===== src/rtl/k12a_alu_seq.sv =====
// k12a_alu_seq: clocked ALU with 8 single-cycle ops, iterative shifts/rotate and shift-add multiply.
// Latency: done pulses 1+iterations cycles after the accepting edge (shifts: amt, multiply: WIDTH, others: 0).
// Backpressure: start is taken only while busy=0 (IDLE or DONE cycle); start while busy is dropped.
module k12a_alu_seq #(
  parameter int WIDTH   = 8,
  parameter int SHAMT_W = $clog2(WIDTH)
) (
  input  logic             clock,
  input  logic             reset,
  input  logic             start,
  input  logic [3:0]       op,
  input  logic [2:0]       cond_sel,
  input  logic [WIDTH-1:0] operand_a,
  input  logic [WIDTH-1:0] operand_b,
  output logic             busy,
  output logic             done,
  output logic [WIDTH-1:0] result,
  output logic             zero,
  output logic             negative,
  output logic             borrow,
  output logic             overflow,
  output logic             condition
);

  // Counter must be able to hold WIDTH (multiply iteration count).
  localparam int CNT_W = SHAMT_W + 1;
  localparam logic [CNT_W-1:0] MUL_ITERS = CNT_W'(WIDTH);
  localparam logic [CNT_W-1:0] CNT_ONE   = CNT_W'(1);

  localparam logic [3:0] OP_PASS_A = 4'd0;
  localparam logic [3:0] OP_AND    = 4'd1;
  localparam logic [3:0] OP_OR     = 4'd2;
  localparam logic [3:0] OP_XOR    = 4'd3;
  localparam logic [3:0] OP_ADD    = 4'd4;
  localparam logic [3:0] OP_SUB    = 4'd5;
  localparam logic [3:0] OP_ASR1   = 4'd6;
  localparam logic [3:0] OP_PASS_B = 4'd7;
  localparam logic [3:0] OP_SHL    = 4'd8;
  localparam logic [3:0] OP_SHR    = 4'd9;
  localparam logic [3:0] OP_SAR    = 4'd10;
  localparam logic [3:0] OP_MULH   = 4'd13;

  typedef enum logic [1:0] {
    S_IDLE = 2'd0,
    S_EXEC = 2'd1,
    S_ITER = 2'd2,
    S_DONE = 2'd3
  } state_t;

  state_t               state_q, state_d;
  logic [3:0]           op_q, op_d;
  logic [2:0]           cond_q, cond_d;
  logic [WIDTH-1:0]     a_q, a_d;
  logic [WIDTH-1:0]     b_q, b_d;
  logic [CNT_W-1:0]     cnt_q, cnt_d;
  logic [2*WIDTH-1:0]   work_q, work_d;
  logic                 busy_q, busy_d;
  logic                 done_q, done_d;
  logic [WIDTH-1:0]     result_q, result_d;
  logic                 zero_q, zero_d;
  logic                 neg_q, neg_d;
  logic                 borrow_q, borrow_d;
  logic                 ovf_q, ovf_d;
  logic                 cond_out_q, cond_out_d;

  // Adder and flag signals (always from the latched operands)
  logic [WIDTH-1:0]     add_b;
  logic                 add_cin;
  logic [WIDTH:0]       add_full;
  logic [WIDTH-1:0]     add_sum;
  logic                 f_zero, f_neg, f_borrow, f_ovf, f_slt, f_cond;

  // Datapath helpers
  logic [WIDTH-1:0]     single_res;
  logic                 is_shift, is_mul;
  logic [CNT_W-1:0]     iter_cnt;
  logic [WIDTH-1:0]     shift_step;
  logic [WIDTH:0]       mul_addend;
  logic [WIDTH:0]       mul_sum;
  logic [2*WIDTH-1:0]   work_step;

  // Shared adder: a+b for ADD, a-b (a + ~b + 1) for every other op, plus flags and condition select.
  always_comb begin
    add_cin  = (op_q != OP_ADD);
    add_b    = (op_q == OP_ADD) ? b_q : ~b_q;
    add_full = {1'b0, a_q} + {1'b0, add_b} + {{WIDTH{1'b0}}, add_cin};
    add_sum  = add_full[WIDTH-1:0];
    f_zero   = (add_sum == '0);
    f_neg    = add_sum[WIDTH-1];
    f_borrow = ~add_full[WIDTH];
    f_ovf    = (a_q[WIDTH-1] ^ add_sum[WIDTH-1]) & (add_b[WIDTH-1] ^ add_sum[WIDTH-1]);
    f_slt    = f_neg ^ f_ovf;
    case (cond_q)
      3'd0:    f_cond = f_zero;
      3'd1:    f_cond = f_neg;
      3'd2:    f_cond = f_borrow;
      3'd3:    f_cond = f_ovf;
      3'd4:    f_cond = f_borrow;
      3'd5:    f_cond = f_borrow | f_zero;
      3'd6:    f_cond = f_slt;
      default: f_cond = f_slt | f_zero;
    endcase
  end

  // Single-cycle result; shift ops land here only with amt=0, reserved ops pass A through.
  always_comb begin
    case (op_q)
      OP_PASS_A: single_res = a_q;
      OP_AND:    single_res = a_q & b_q;
      OP_OR:     single_res = a_q | b_q;
      OP_XOR:    single_res = a_q ^ b_q;
      OP_ADD:    single_res = add_sum;
      OP_SUB:    single_res = add_sum;
      OP_ASR1:   single_res = {a_q[WIDTH-1], a_q[WIDTH-1:1]};
      OP_PASS_B: single_res = b_q;
      default:   single_res = a_q;
    endcase
  end

  // Iteration count and one step of the shifter / shift-add multiplier.
  always_comb begin
    is_shift = (op_q[3:2] == 2'b10);
    is_mul   = (op_q[3:1] == 3'b110);
    iter_cnt = '0;
    if (is_shift) begin
      iter_cnt = {1'b0, b_q[SHAMT_W-1:0]};
    end else if (is_mul) begin
      iter_cnt = MUL_ITERS;
    end

    case (op_q)
      OP_SHL:  shift_step = {work_q[WIDTH-2:0], 1'b0};
      OP_SHR:  shift_step = {1'b0, work_q[WIDTH-1:1]};
      OP_SAR:  shift_step = {work_q[WIDTH-1], work_q[WIDTH-1:1]};
      default: shift_step = {work_q[WIDTH-2:0], work_q[WIDTH-1]};
    endcase

    // Accumulator layout: high half = partial product, low half = remaining multiplier bits.
    mul_addend = work_q[0] ? {1'b0, a_q} : '0;
    mul_sum    = {1'b0, work_q[2*WIDTH-1:WIDTH]} + mul_addend;

    if (is_mul) begin
      work_step = {mul_sum, work_q[WIDTH-1:1]};
    end else begin
      work_step = {{WIDTH{1'b0}}, shift_step};
    end
  end

  // Next-state logic: sequencing, operand capture, iteration and output update on DONE entry.
  always_comb begin
    state_d    = state_q;
    op_d       = op_q;
    cond_d     = cond_q;
    a_d        = a_q;
    b_d        = b_q;
    cnt_d      = cnt_q;
    work_d     = work_q;
    result_d   = result_q;
    zero_d     = zero_q;
    neg_d      = neg_q;
    borrow_d   = borrow_q;
    ovf_d      = ovf_q;
    cond_out_d = cond_out_q;

    case (state_q)
      S_IDLE, S_DONE: begin
        state_d = S_IDLE;
        if (start) begin
          state_d = S_EXEC;
          op_d    = op;
          cond_d  = cond_sel;
          a_d     = operand_a;
          b_d     = operand_b;
        end
      end
      S_EXEC: begin
        work_d = is_mul ? {{WIDTH{1'b0}}, b_q} : {{WIDTH{1'b0}}, a_q};
        cnt_d  = iter_cnt;
        if (iter_cnt != '0) begin
          state_d = S_ITER;
        end else begin
          state_d  = S_DONE;
          result_d = single_res;
        end
      end
      S_ITER: begin
        work_d = work_step;
        cnt_d  = cnt_q - CNT_ONE;
        if (cnt_d == '0) begin
          state_d  = S_DONE;
          result_d = (op_q == OP_MULH) ? work_step[2*WIDTH-1:WIDTH] : work_step[WIDTH-1:0];
        end
      end
      default: state_d = S_IDLE;
    endcase

    // Result, flags and condition move together on the edge that enters DONE.
    if (state_d == S_DONE) begin
      zero_d     = f_zero;
      neg_d      = f_neg;
      borrow_d   = f_borrow;
      ovf_d      = f_ovf;
      cond_out_d = f_cond;
    end
  end

  // Registered handshake outputs follow the next state.
  always_comb begin
    busy_d = (state_d == S_EXEC) || (state_d == S_ITER);
    done_d = (state_d == S_DONE);
  end

  // Single state register; reset aborts any operation without a done.
  always_ff @(posedge clock or posedge reset) begin
    if (reset) begin
      state_q    <= S_IDLE;
      op_q       <= '0;
      cond_q     <= '0;
      a_q        <= '0;
      b_q        <= '0;
      cnt_q      <= '0;
      work_q     <= '0;
      busy_q     <= 1'b0;
      done_q     <= 1'b0;
      result_q   <= '0;
      zero_q     <= 1'b0;
      neg_q      <= 1'b0;
      borrow_q   <= 1'b0;
      ovf_q      <= 1'b0;
      cond_out_q <= 1'b0;
    end else begin
      state_q    <= state_d;
      op_q       <= op_d;
      cond_q     <= cond_d;
      a_q        <= a_d;
      b_q        <= b_d;
      cnt_q      <= cnt_d;
      work_q     <= work_d;
      busy_q     <= busy_d;
      done_q     <= done_d;
      result_q   <= result_d;
      zero_q     <= zero_d;
      neg_q      <= neg_d;
      borrow_q   <= borrow_d;
      ovf_q      <= ovf_d;
      cond_out_q <= cond_out_d;
    end
  end

  assign busy      = busy_q;
  assign done      = done_q;
  assign result    = result_q;
  assign zero      = zero_q;
  assign negative  = neg_q;
  assign borrow    = borrow_q;
  assign overflow  = ovf_q;
  assign condition = cond_out_q;

endmodule


===== config.mk =====
export PLATFORM = sky130hd
export DESIGN_NAME = k12a_alu_seq
export DESIGN_NICKNAME = d
export VERILOG_FILES = /design/src/rtl/k12a_alu_seq.sv
export SDC_FILE = /design/constraint.sdc
export NUM_CORES = 1
export LEC_CHECK = 0
export ABC_AREA = 1
export BUFFER_PORTS_ARGS = -buffer_cell sky130_fd_sc_hd__buf_2
export CAP_MARGIN = 25
export CORE_UTILIZATION = 55
export CTS_CLUSTER_DIAMETER = 150
export DETAILED_ROUTE_END_ITERATION = 8
export GPL_TIMING_DRIVEN = 0
export PLACE_DENSITY = 0.85
export SLEW_MARGIN = 10
export SYNTH_ARGS = -nofsm -noshare
export SYNTH_HDL_FRONTEND = slang
export SYNTH_SLANG_ARGS = --single-unit

===== constraint.sdc =====
create_clock -name clock -period 4.5 [get_ports clock]
set_clock_uncertainty 0.05 [all_clocks]
set_input_delay 0.675 -clock clock [delete_from_list [all_inputs] [get_ports clock]]
set_output_delay 0.675 -clock clock [all_outputs]
set_load 0.005 [all_outputs]

* Word level (Yosys, flattened, before mapping) *
Index checks and enable logic that the tools add are counted.

word-level totals
  register bits after elaboration = 60
  input bits = 26
  output and inout port bits = 15
  word-level logic and storage cells = 89

cells by class
  $add $sub $neg = 4
  equal/unequal tests = 28
  multiplexer cells = 19
  bitwise logic cells = 11
  reductions and logical operators = 12

operators by type and width
  cell                  number
  $mux W8               6
  $pmux W8 S6           1
  $pmux W16 S2          1
  $pmux W8 S3           1
  $add A8 B8 Y9         2
  $eq A4 B3 Y1 const B  4
  $eq A4 B4 Y1 const B  4
  $mux W16              1
  $pmux W8 S2           1
  $eq A3 B3 Y1 const B  4
  $eq A2 B2 Y1 const B  5
  $add A9 B1 Y9         1
  $and A8 B8 Y8         1
  $eq A4 B2 Y1 const B  2
  $logic_not A8 Y1      1
  $mux W4               2
  $not A8 Y8            1
  $or A8 B8 Y8          1
  $pmux W4 S2           1
  $xor A8 B8 Y8         1
  $eq A3 B2 Y1 const B  2
  $pmux W1 S6           1
  $pmux W2 S3           1
  $reduce_or A2 Y1      3
  other kinds (20)      26

* Logic depth before layout (Yosys ltp) *
Gate-level depths: netlist (run 1).

  depth after elaboration = 9
  mapped depth = 25
  gate-level depth less buffers = 24

* Least setup slack after synthesis (run 1) *
Ideal clock, no wire load.

  path kind = reg2reg
  from = reg op_q[0]
  to = reg cond_out_q (netlist: condition)
  setup time = 117 ps
  arrival = 2988 ps
  required time = 4333 ps
  setup slack = 1345 ps
  cell stages (with the launch flop) = 24
  cell sequence = dfrtp_1 > buf_2 > nor2_2 > nand2_2 > xor2_1 > ha_1 > nand2_1 > inv_1 > a21oi_1 > nand2_1 > nand2_1 > nand2_1 > a21oi_1 > fa_1 > nand2_1 > inv_1 > nand2_1 > nand3_1 > nand2_1 > nand2_1 > nor2_1 > nand2_1 > nand3_1 > nand2_1

on the way
  word-level cells in the longest chain between the ends = 9

RTL lines
  what                    line  source
  from (decl)             51    logic [3:0] op_q, op_d;
  from (signal assigned)  233   op_q <= op_d;
  $eq A4 B3 Y1            85    add_b = (op_q == OP_ADD) ? b_q : ~b_q;
  $mux W8                 85
  $add A8 B8 Y9           86    add_full = {1'b0, a_q} + {1'b0, add_b} + {{WIDTH{1'b0}}, add_cin};
  $add A9 B1 Y9           86
  $xor A1 B1 Y1           91    f_ovf = (a_q[WIDTH-1] ^ add_sum[WIDTH-1]) & (add_b[WIDTH-1] ^ add_sum[WIDTH-1]);
  $and A1 B1 Y1           91
  $xor A1 B1 Y1           92    f_slt = f_neg ^ f_ovf;
  $or A1 B1 Y1            101   default: f_cond = f_slt | f_zero;
  $pmux W1 S6 *           93    case (cond_q)
  to (signal assigned)    246   cond_out_q <= cond_out_d;
  to (decl)               64    logic cond_out_q, cond_out_d;

Mark *: on every way between the ends. The rest lies on a longest branch, timed or not.
A chain may end at the register's enable or synchronous reset.

* Worst setup path in the final report (run 1) *
Ends and elaborated chain as after synthesis.

==> results of run 1 <==
-- through the flow --
stage          worst slack (ns)  hold WS [ns]  utilization, %
2_1_floorplan              1.34         0.408               -
3_3_place_gp              0.752         0.412            61.6
3_5_place_dp              0.682         0.411            61.9
4_1_cts                   0.639         0.301            64.4
5_1_grt                   0.382         0.353            64.4
6_report                  0.619         0.286            64.4
-- placed cells by master (no fill, tap or decap), types with 2 or more instances in the layout --
| cell | synthesis | layout |
|---|---|---|
| sky130_fd_sc_hd__a21oi_1 | 43 | 43 |
| sky130_fd_sc_hd__a22oi_1 | 2 | 2 |
| sky130_fd_sc_hd__a31oi_1 | 6 | 6 |
| sky130_fd_sc_hd__a32o_1 | 3 | 3 |
| sky130_fd_sc_hd__buf_2 | 4 | 44 |
| sky130_fd_sc_hd__clkbuf_1 | 11 | 11 |
| sky130_fd_sc_hd__clkbuf_8 | 0 | 9 |
| sky130_fd_sc_hd__clkinv_2 | 0 | 2 |
| sky130_fd_sc_hd__clkinv_4 | 0 | 2 |
| sky130_fd_sc_hd__dfrtp_1 | 60 | 60 |
| sky130_fd_sc_hd__fa_1 | 3 | 3 |
| sky130_fd_sc_hd__ha_1 | 37 | 37 |
| sky130_fd_sc_hd__inv_1 | 78 | 77 |
| sky130_fd_sc_hd__inv_2 | 4 | 5 |
| sky130_fd_sc_hd__inv_6 | 0 | 2 |
| sky130_fd_sc_hd__nand2_1 | 131 | 131 |
| sky130_fd_sc_hd__nand2_2 | 6 | 6 |
| sky130_fd_sc_hd__nand3_1 | 46 | 46 |
| sky130_fd_sc_hd__nand3_2 | 2 | 2 |
| sky130_fd_sc_hd__nand4_1 | 12 | 12 |
| sky130_fd_sc_hd__nor2_1 | 71 | 71 |
| sky130_fd_sc_hd__nor2_2 | 4 | 4 |
| sky130_fd_sc_hd__nor3_1 | 4 | 4 |
| sky130_fd_sc_hd__o211ai_1 | 7 | 7 |
| sky130_fd_sc_hd__o21a_1 | 2 | 2 |
| sky130_fd_sc_hd__o21ai_0 | 35 | 35 |
| sky130_fd_sc_hd__o21ai_1 | 6 | 6 |
| sky130_fd_sc_hd__o21bai_1 | 2 | 2 |
| sky130_fd_sc_hd__o221ai_1 | 10 | 10 |
| sky130_fd_sc_hd__o22ai_1 | 2 | 2 |
| sky130_fd_sc_hd__xnor2_1 | 2 | 2 |
| sky130_fd_sc_hd__xor2_1 | 8 | 8 |
-- cells by family after synthesis --
group | after synthesis
adders and majority gates | 40
and+or+nand+nor | 281
muxes | 1
xor gates and xnor gates | 10
AOI/OAI and AO/OA | 125
buffers and inverters | 99
DFF | 60
-- worst max path at each step --
stage	startpoint	to	slack, ns	cells after the start
after floorplan	op_q[0]	condition	1.34	23
after global placement	op_q[0]	condition	0.75	21
after detailed placement	op_q[0]	condition	0.68	21
after CTS	op_q[0]	condition	0.64	21
after global routing	op_q[2]	condition	0.38	22
final	op_q[0]	condition	0.62	21
-- per-layer routing --
metal	vias up	GRT usage, %	share of wire, %
li1	2157	-	-
met1	2066	41.6	43
met2	172	53.2	48
met3	35	4.39	5.9
met4	0	14.8	3.5
met5	-	0	0
-- sequential cells by signal (all words and copies together) (netlist names), 2 cells and up --
signal and count:
a_q 8, op_q 4, result 8, cond_q 3, cnt_q 4, state_q 2
b_q 8, work_q 16
-- cell type report --
cell class	count	share of cell area, %
plain buffers	17	1.60
clock buffers	9	2.48
clock inverters	7	1.50
inverters	82	6.15
multi-input cells	457	51.3
flip-flops and latches	60	30.0
well taps	102	2.55
repair buffers	41	4.40
==> results.txt, run 1 <==
The flow ran to the end, and the final reports show no timing, DRC or antenna violations. STA puts the critical path data arrival time at 4.14 ns. In this run the standard cell core region covers 7770 um2. The post-synthesis compound-gate area fraction works out to 16.6%. Leading register cell type out of synthesis: sky130_fd_sc_hd__dfrtp_1. The detailed-route wire length per cell came out at 16.5 um. Measured against its own limit, the worst slew margin works out to 57.0%.

The clock buffer count from CTS was 9. After synthesis, the share of cell area in mux cells is 0.253%. After synthesis, the cell types taking the most area are sky130_fd_sc_hd__dfrtp_1 34%, sky130_fd_sc_hd__nand2_1 11%, sky130_fd_sc_hd__ha_1 10%, sky130_fd_sc_hd__inv_1 6.6%, sky130_fd_sc_hd__nor2_1 6.0%. The number of nets produced by synthesis is 682. The share of post-route cells with drive strength above 1 works out to 12.3%. The number of fill cells was 713. Dominant combinational cell family by area after synthesis: simple AND/OR/NAND/NOR gates.

The number of flops mapped to enable cells by yosys is 0. The run gives 57.4% as the effective utilization at floorplan. The commonest cells after synthesis are 131 x sky130_fd_sc_hd__nand2_1, 78 x sky130_fd_sc_hd__inv_1, 71 x sky130_fd_sc_hd__nor2_1. The detailed router placed 4430 vias in this run. The count of final hold-check violations is 0. The start of the worst register-to-register path was op_q[0]. Share of the yosys chip area belonging to registers: 33.7%. Entering global routing, the biggest net connects 40 pins. Walking the worst path, the cells encountered are buf_2 -> nor2_2 -> nand2_2 -> xor2_1 -> ha_1 -> nand2_1 -> nor2_1 -> nand3_1 -> nand2_1 -> nand2_1 -> nand2_1 -> a21oi_1 -> fa_1 -> nand3_1 -> nor2_1 -> nand3_1 -> nor2_1 -> nand3_1 -> nand3_1 -> nand3_1 -> nand2_1. The tools report the kind of end point of the critical path as a register.

The largest single stage delay on the critical path is 0.66 ns. The flip-flop and latch count after synthesis came out at 60. The logs give 5000 um2 for the summed area of non-filler cells in the final layout and 32 for the number of standard-cell rows in the floorplan.

The number of warnings issued by yosys came out at 0. Summing the areas of all xor and xnor instances in the mapped netlist gives 1.97% of the synthesized area. The final layout contains routed wiring with a total length of 12.8 mm. The clock-pin slew of the registers on the worst-case setup and hold paths is 0.08 ns, and the final count of pins violating max slew is 0. The share of the clock period used by the worst path is 86.2%. Clock root buffer: sky130_fd_sc_hd__clkbuf_8. For the number of standard cells after synthesis, the log shows 616. Setup violations remaining at the end of the flow were counted as 0.

The worst register-to-register path has a setup slack of 0.62 ns. The detailed router finished its first iteration with 303 violations. The average via count per standard cell works out to 5.72. The number of buffer and inverter instances along the worst setup path came out at 1.

Setup repair after global routing left no endpoint under its margin. Across the run, the number of max-cap violations was 0. The total grt overflow was 0; the vertical extent of the die was 92.0 um.

Summing all placed instances gives a cell area of 4800 um2. Worst setup path category: reg -> reg. The synthesized design spends more area on one cell type than any other, namely sky130_fd_sc_hd__dfrtp_1. Along the worst path, the maximum fanout reaches 9.

Share of Yosys cell area claimed by the top area cell type: 33.7%. Dividing the synthesized area by the synthesized cell count gives 7.24 um2. In this run the post-CTS setup repair buffer count came out at 0. On the critical path, the stage with the largest delay is an instance of sky130_fd_sc_hd__fa_1. Of the total synthesized cell area, the portion taken by full adders, half adders and majority gates is 11.7%.

The via count of the first global-routing pass was 4255; the fraction of synthesis flops using an asynchronous set or reset pin was 100%. For the required time reported for the critical path endpoint, the log shows 4.75 ns. The die covers 8470 um2. Placed wire-length estimate after detailed placement: 9.82 mm. For this run, the detailed router's first-pass iteration total came to 5. The worst register-to-register path ends at condition. The width of the die was 92.0 um.

The critical path startpoint category is a register. The initial antenna violation count was 0. The clock passes through at most 2 buffers. The finished layout holds 775 standard cells, fillers aside.

The tools report the total area of multi-input combinational cells as 2570 um2. The family of cells with the greatest summed delay on the critical path is simple AND/OR/NAND/NOR gates. In the post-synthesis netlist, the cell with the most instances is sky130_fd_sc_hd__nand2_1.

Among the stages of the critical path, the cell type that occurs most often is sky130_fd_sc_hd__nand3_1. The count of H-tree levels built during CTS was 3. The count of hold-fix buffers inserted at cts is 0, and the final critical path time including I/O delays and setup is 3.88 ns. Summing every instance area after synthesis gives 4460 um2. The number of gates given a new drive strength after cts was 0; the simple logic cell fraction of the synthesized area was 27.0%.

Count of inserted antenna diode cells: 0. TritonCTS built the clock tree. Counting every sink on the clock net gives 60. Summing all flip-flop and latch instances after layout gives 1500 um2. The number of I/O port buffers was 40; the number of nets in the layout was 734. Counting tap cells, the placed design contains a total of 759 instances. For the pin with the worst max-slew slack, the measured transition is 0.642 ns. The path depth of the worst reg2reg path is 21, and the number of DRC violations after detailed routing is 0. The run gives 0 ns as the setup TNS.

Static timing analysis puts the maximum clock frequency at 258 MHz. The tools report the wire length of the first global-routing pass as 20.8 mm. Relative to the synthesized area, the layout overhead comes to 12.3%.

The detail route stage leaves a number of antenna-violating nets equal to 0. The tools report the number of distinct library cells after synthesis as 43. The number of top-level design ports is 41, and the clock latency of the later-clocked register in the worst-skew pair is 0.37 ns. Worst min-delay path class: in -> async. The global-route total usage across every layer is 32.1%, and the weighted congestion reported at the end of routability-driven placement is 0.960.
Power of run 1 is not shown: default switching activity piles up to over one toggle a cycle in this logic, so the estimate is an artifact.
==> run 2: changes to the inputs <==
--- a/config.mk
+++ b/config.mk
@@ -5,7 +5,6 @@
 export SDC_FILE = /design/constraint.sdc
 export NUM_CORES = 1
 export LEC_CHECK = 0
-export ABC_AREA = 1
 export BUFFER_PORTS_ARGS = -buffer_cell sky130_fd_sc_hd__buf_2
 export CAP_MARGIN = 25
 export CORE_UTILIZATION = 55
@@ -13,6 +12,7 @@
 export DETAILED_ROUTE_END_ITERATION = 8
 export GPL_TIMING_DRIVEN = 0
 export PLACE_DENSITY = 0.85
+export RECOVER_POWER = 50
 export SLEW_MARGIN = 10
 export SYNTH_ARGS = -nofsm -noshare
 export SYNTH_HDL_FRONTEND = slang
==> results.txt, run 2 <==
The logs give 0.36 ns for the clock latency of the later-clocked register in the worst-skew pair and 3 for the count of H-tree levels built during CTS. Flip-flop and latch count after synthesis: 60. The area used by sequential logic in the layout was 1500 um2; the data arrival time at the worst-slack endpoint was 4.36 ns. The number of fill cells came out at 684. Violation count after the first detailed-routing iteration: 330. Yosys printed 0 warnings.

The worst hold path terminates at result[1]. By area the synthesized netlist is led by sky130_fd_sc_hd__dfrtp_1 32%, sky130_fd_sc_hd__ha_1 10%, sky130_fd_sc_hd__mux2_2 6.8%, sky130_fd_sc_hd__a21oi_1 4.3%, sky130_fd_sc_hd__o21ai_0 4.3%. In this run the remaining antenna-violating nets after routing total 0. Clock tree synthesis selected as its root buffer the cell sky130_fd_sc_hd__clkbuf_8.

The run gives 5160 um2 as the summed area of non-filler cells in the final layout. TritonCTS built the clock tree. Counting every instance in the synthesized netlist gives 516. Routability-driven placement finished with a final weighted congestion of 1.01.

The number of flip-flops under the largest register name was 16. The die is 93.8 um tall. Measured against its own limit, the worst slew margin works out to -20.5%. Of all flip-flops after synthesis, the portion carrying an async set or reset was 100%. In this run the standard cell core region covers 8180 um2. The worst setup path is launched from a register. sky130_fd_sc_hd__dfrtp_1 takes more of the synthesized area than any other cell. The register containing the most flip-flops in the final layout is work_q.

The average via count per standard cell came out at 6.48. The number of top-level design ports came out at 41. The checks that failed: capacitance limit, slew limit.

The path depth of the worst reg2reg path came out at 19. Entering global routing, the biggest net connects 33 pins. In this run the critical register-to-register path is launched from op_q[3].

The logs give 0 for the initial antenna violation count and 2850 um2 for the total area of multi-input combinational cells. The synthesized netlist occupies a cell area of 4630 um2. The via count of the first global-routing pass came out at 4062. In the final routed layout, each cell accounts on average for 18.9 um. The most frequent standard cell in the layout excluding fill and tap cells is sky130_fd_sc_hd__dfrtp_1. The worst path uses 92.5% of the clock period. The floorplan step defined a die boundary enclosing 8790 um2.

The most used flip-flop cell after synthesis is sky130_fd_sc_hd__dfrtp_1. Counting flops with a built-in enable in the synthesized netlist gives 0. Final hold analysis gives a worst-case slack of 0.455 ns.

Most common cell in the synthesized netlist: sky130_fd_sc_hd__dfrtp_1. Placed standard-cell area: 4980 um2. The count of final hold-check violations was 0; the clock-pin slew of the registers on the worst-case setup and hold paths was 0.08 ns. Based on the critical path, the design can be clocked at up to 240 MHz. The run finished, with violations left. The worst setup path category is reg -> reg. Port buffering added 40 buffers. The detailed-routing iteration count for the pre-antenna-repair pass came out at 5.

Global routing used 29.8% of the available tracks. Number of cells traversed by the worst hold path: 1. The width of the die is 93.8 um. In this run the deepest clock path goes through 2 buffers. TritonCTS created 9 clock buffers.

Post-layout worst setup margin: 0.336 ns. The routed layout has 4397 vias. At the placement stage, the worst setup path has a slack of 0.0836 ns. For this design, the CTS-stage hold fixing added 0 buffers.

The startpoint identified for the worst hold timing path is result[1]. The tightest min-delay check is of the reg -> reg type. The share of post-route cells with drive strength above 1 was 18.8%.

The setup check on the worst reg-to-reg path leaves a slack of 0.34 ns. Total grt overflow: 0. In the synthesized netlist, the cells that appear most often are 60 x sky130_fd_sc_hd__dfrtp_1, 47 x sky130_fd_sc_hd__nand2_1, 40 x sky130_fd_sc_hd__a21oi_1, 40 x sky130_fd_sc_hd__o21ai_0, 39 x sky130_fd_sc_hd__inv_1.

The mean post-synth cell area came out at 8.98 um2. The share of the Yosys chip area taken by registers is 32.4%. The share of Yosys cell area claimed by the top area cell type works out to 32.4%. The final critical path time including I/O delays and setup is 4.16 ns. For the effective utilization at floorplan, the log shows 56.7%. Setup repair after global routing left no endpoint under its margin. The first global-routing pass estimated 20.0 mm of wire. The tools report the number of DRC violations after detailed routing as 0. At the pin with the least slew margin, the transition time is 1.81 ns. The maximum fanout along the worst path was 8. The repair_antennas step left the layout with diodes totalling 0. The number of standard-cell rows in the floorplan was 33. Max capacitance violation total: 1.

The number of nets in the layout came out at 635. In this run, distinct cell masters in the synthesized netlist total 72. The endpoint identified for the worst register-to-register timing path is condition.

For the worst setup path, the data required time is 4.70 ns. Counting every sink on the clock net gives 60. In the layout the commonest cells are 60 x sky130_fd_sc_hd__dfrtp_1, 47 x sky130_fd_sc_hd__nand2_1, 45 x sky130_fd_sc_hd__buf_2.

Kind of end point of the critical path: a register. The number of nets handed over by synthesis was 582. The run gives 0 as the total of endpoints with negative setup slack in the final report. The wire-length estimate of the detail-placed layout is 9.60 mm. Wires add up to 12.8 mm. Setup total negative slack on the finished layout was measured at 0 ns.

From synthesis to final layout, the design area changed by 11.5%. Final count of pins violating max slew: 33.
[run 2: cell count changes after synthesis, moves of 9 or more]
cell,delta
sky130_fd_sc_hd__inv_1,-39
sky130_fd_sc_hd__nand2_1,-84
sky130_fd_sc_hd__nor2_1,-40
sky130_fd_sc_hd__mux2i_1,+12
sky130_fd_sc_hd__xnor2_1,+9
sky130_fd_sc_hd__mux2_2,+27
sky130_fd_sc_hd__nand3_1,-38
[run 2: final cells by class]
type | count | share of cell area [%]
multi-input cells | 388 | 55.3
flip-flops and latches | 60 | 29.1
repair buffers | 42 | 4.07
inverters | 40 | 2.91
plain buffers | 28 | 2.59
clock buffers | 11 | 2.54
well taps | 105 | 2.54
clock inverters | 5 | 1.02
[run 2: per-layer routing]
| layer | wire (um) | GRT usage, % |
|---|---|---|
| met1 | 5460 | 41.0 |
| met3 | 1150 | 3.88 |
| met5 | 0 | 0 |
| met4 | 457 | 14.7 |
| met2 | 5760 | 45.8 |
[run 2: how the worst max path moves through the flow]
stage,slack (ns),depth (start not counted),start,to
after global placement,0.25,19,op_q[3],condition
after global routing,0.07,19,op_q[3],condition
final,0.34,19,op_q[3],condition
after CTS,0.03,19,op_q[3],condition
after detailed placement,0.08,19,op_q[3],condition
after floorplan,0.65,19,op_q[3],condition
[run 2: repair_timing]
item / in CTS / in global routing
endpoints found under the setup margin: 0 / 1
hold endpoints to repair: 0 / 0
gates resized for setup: 0 / 3
setup buffers: 0 / 1
[run 2: critical path, cell delays in order, from the launching register on]
cell                        delay [ns]
sky130_fd_sc_hd__dfrtp_1          0.38
sky130_fd_sc_hd__buf_6            0.14
sky130_fd_sc_hd__nor4b_4          0.33
sky130_fd_sc_hd__buf_6            0.17
sky130_fd_sc_hd__xnor2_1          0.15
sky130_fd_sc_hd__ha_1             0.31
sky130_fd_sc_hd__a21oi_2          0.20
sky130_fd_sc_hd__inv_1            0.10
sky130_fd_sc_hd__o21ai_2          0.21
sky130_fd_sc_hd__nand2b_1         0.08
sky130_fd_sc_hd__a21oi_1          0.19
sky130_fd_sc_hd__o21a_1           0.17
sky130_fd_sc_hd__fa_1             0.41
sky130_fd_sc_hd__clkbuf_2         0.19
sky130_fd_sc_hd__nand4b_1         0.13
sky130_fd_sc_hd__mux2i_1          0.10
sky130_fd_sc_hd__a2111oi_2        0.29
sky130_fd_sc_hd__o221ai_1         0.17
sky130_fd_sc_hd__o2111ai_1        0.21
sky130_fd_sc_hd__a21oi_1          0.09
[run 2: cells by family (layout without fill, tap and decap cells)]
kind of cell,Yosys count,count (layout),synth area share [%]
compound gates,154,154,22.2
xor+xnor,15,15,2.84
fa+ha+maj,40,40,11.3
buf+inv,68,126,6.13
flops,60,60,32.4
mux,42,42,10.4
simple gates,137,137,14.7
[run 2: metrics by stage]
| stage | instances | util, % |
|---|---|---|
| 4_1_cts | 678 | 63.2 |
| 6_report | 679 | 63.2 |
| 2_1_floorplan | 516 | - |
| 3_5_place_dp | 662 | 61.0 |
| 3_3_place_gp | 661 | 60.7 |
| 5_1_grt | 679 | 63.2 |
Power of run 2 is left out for the same reason.
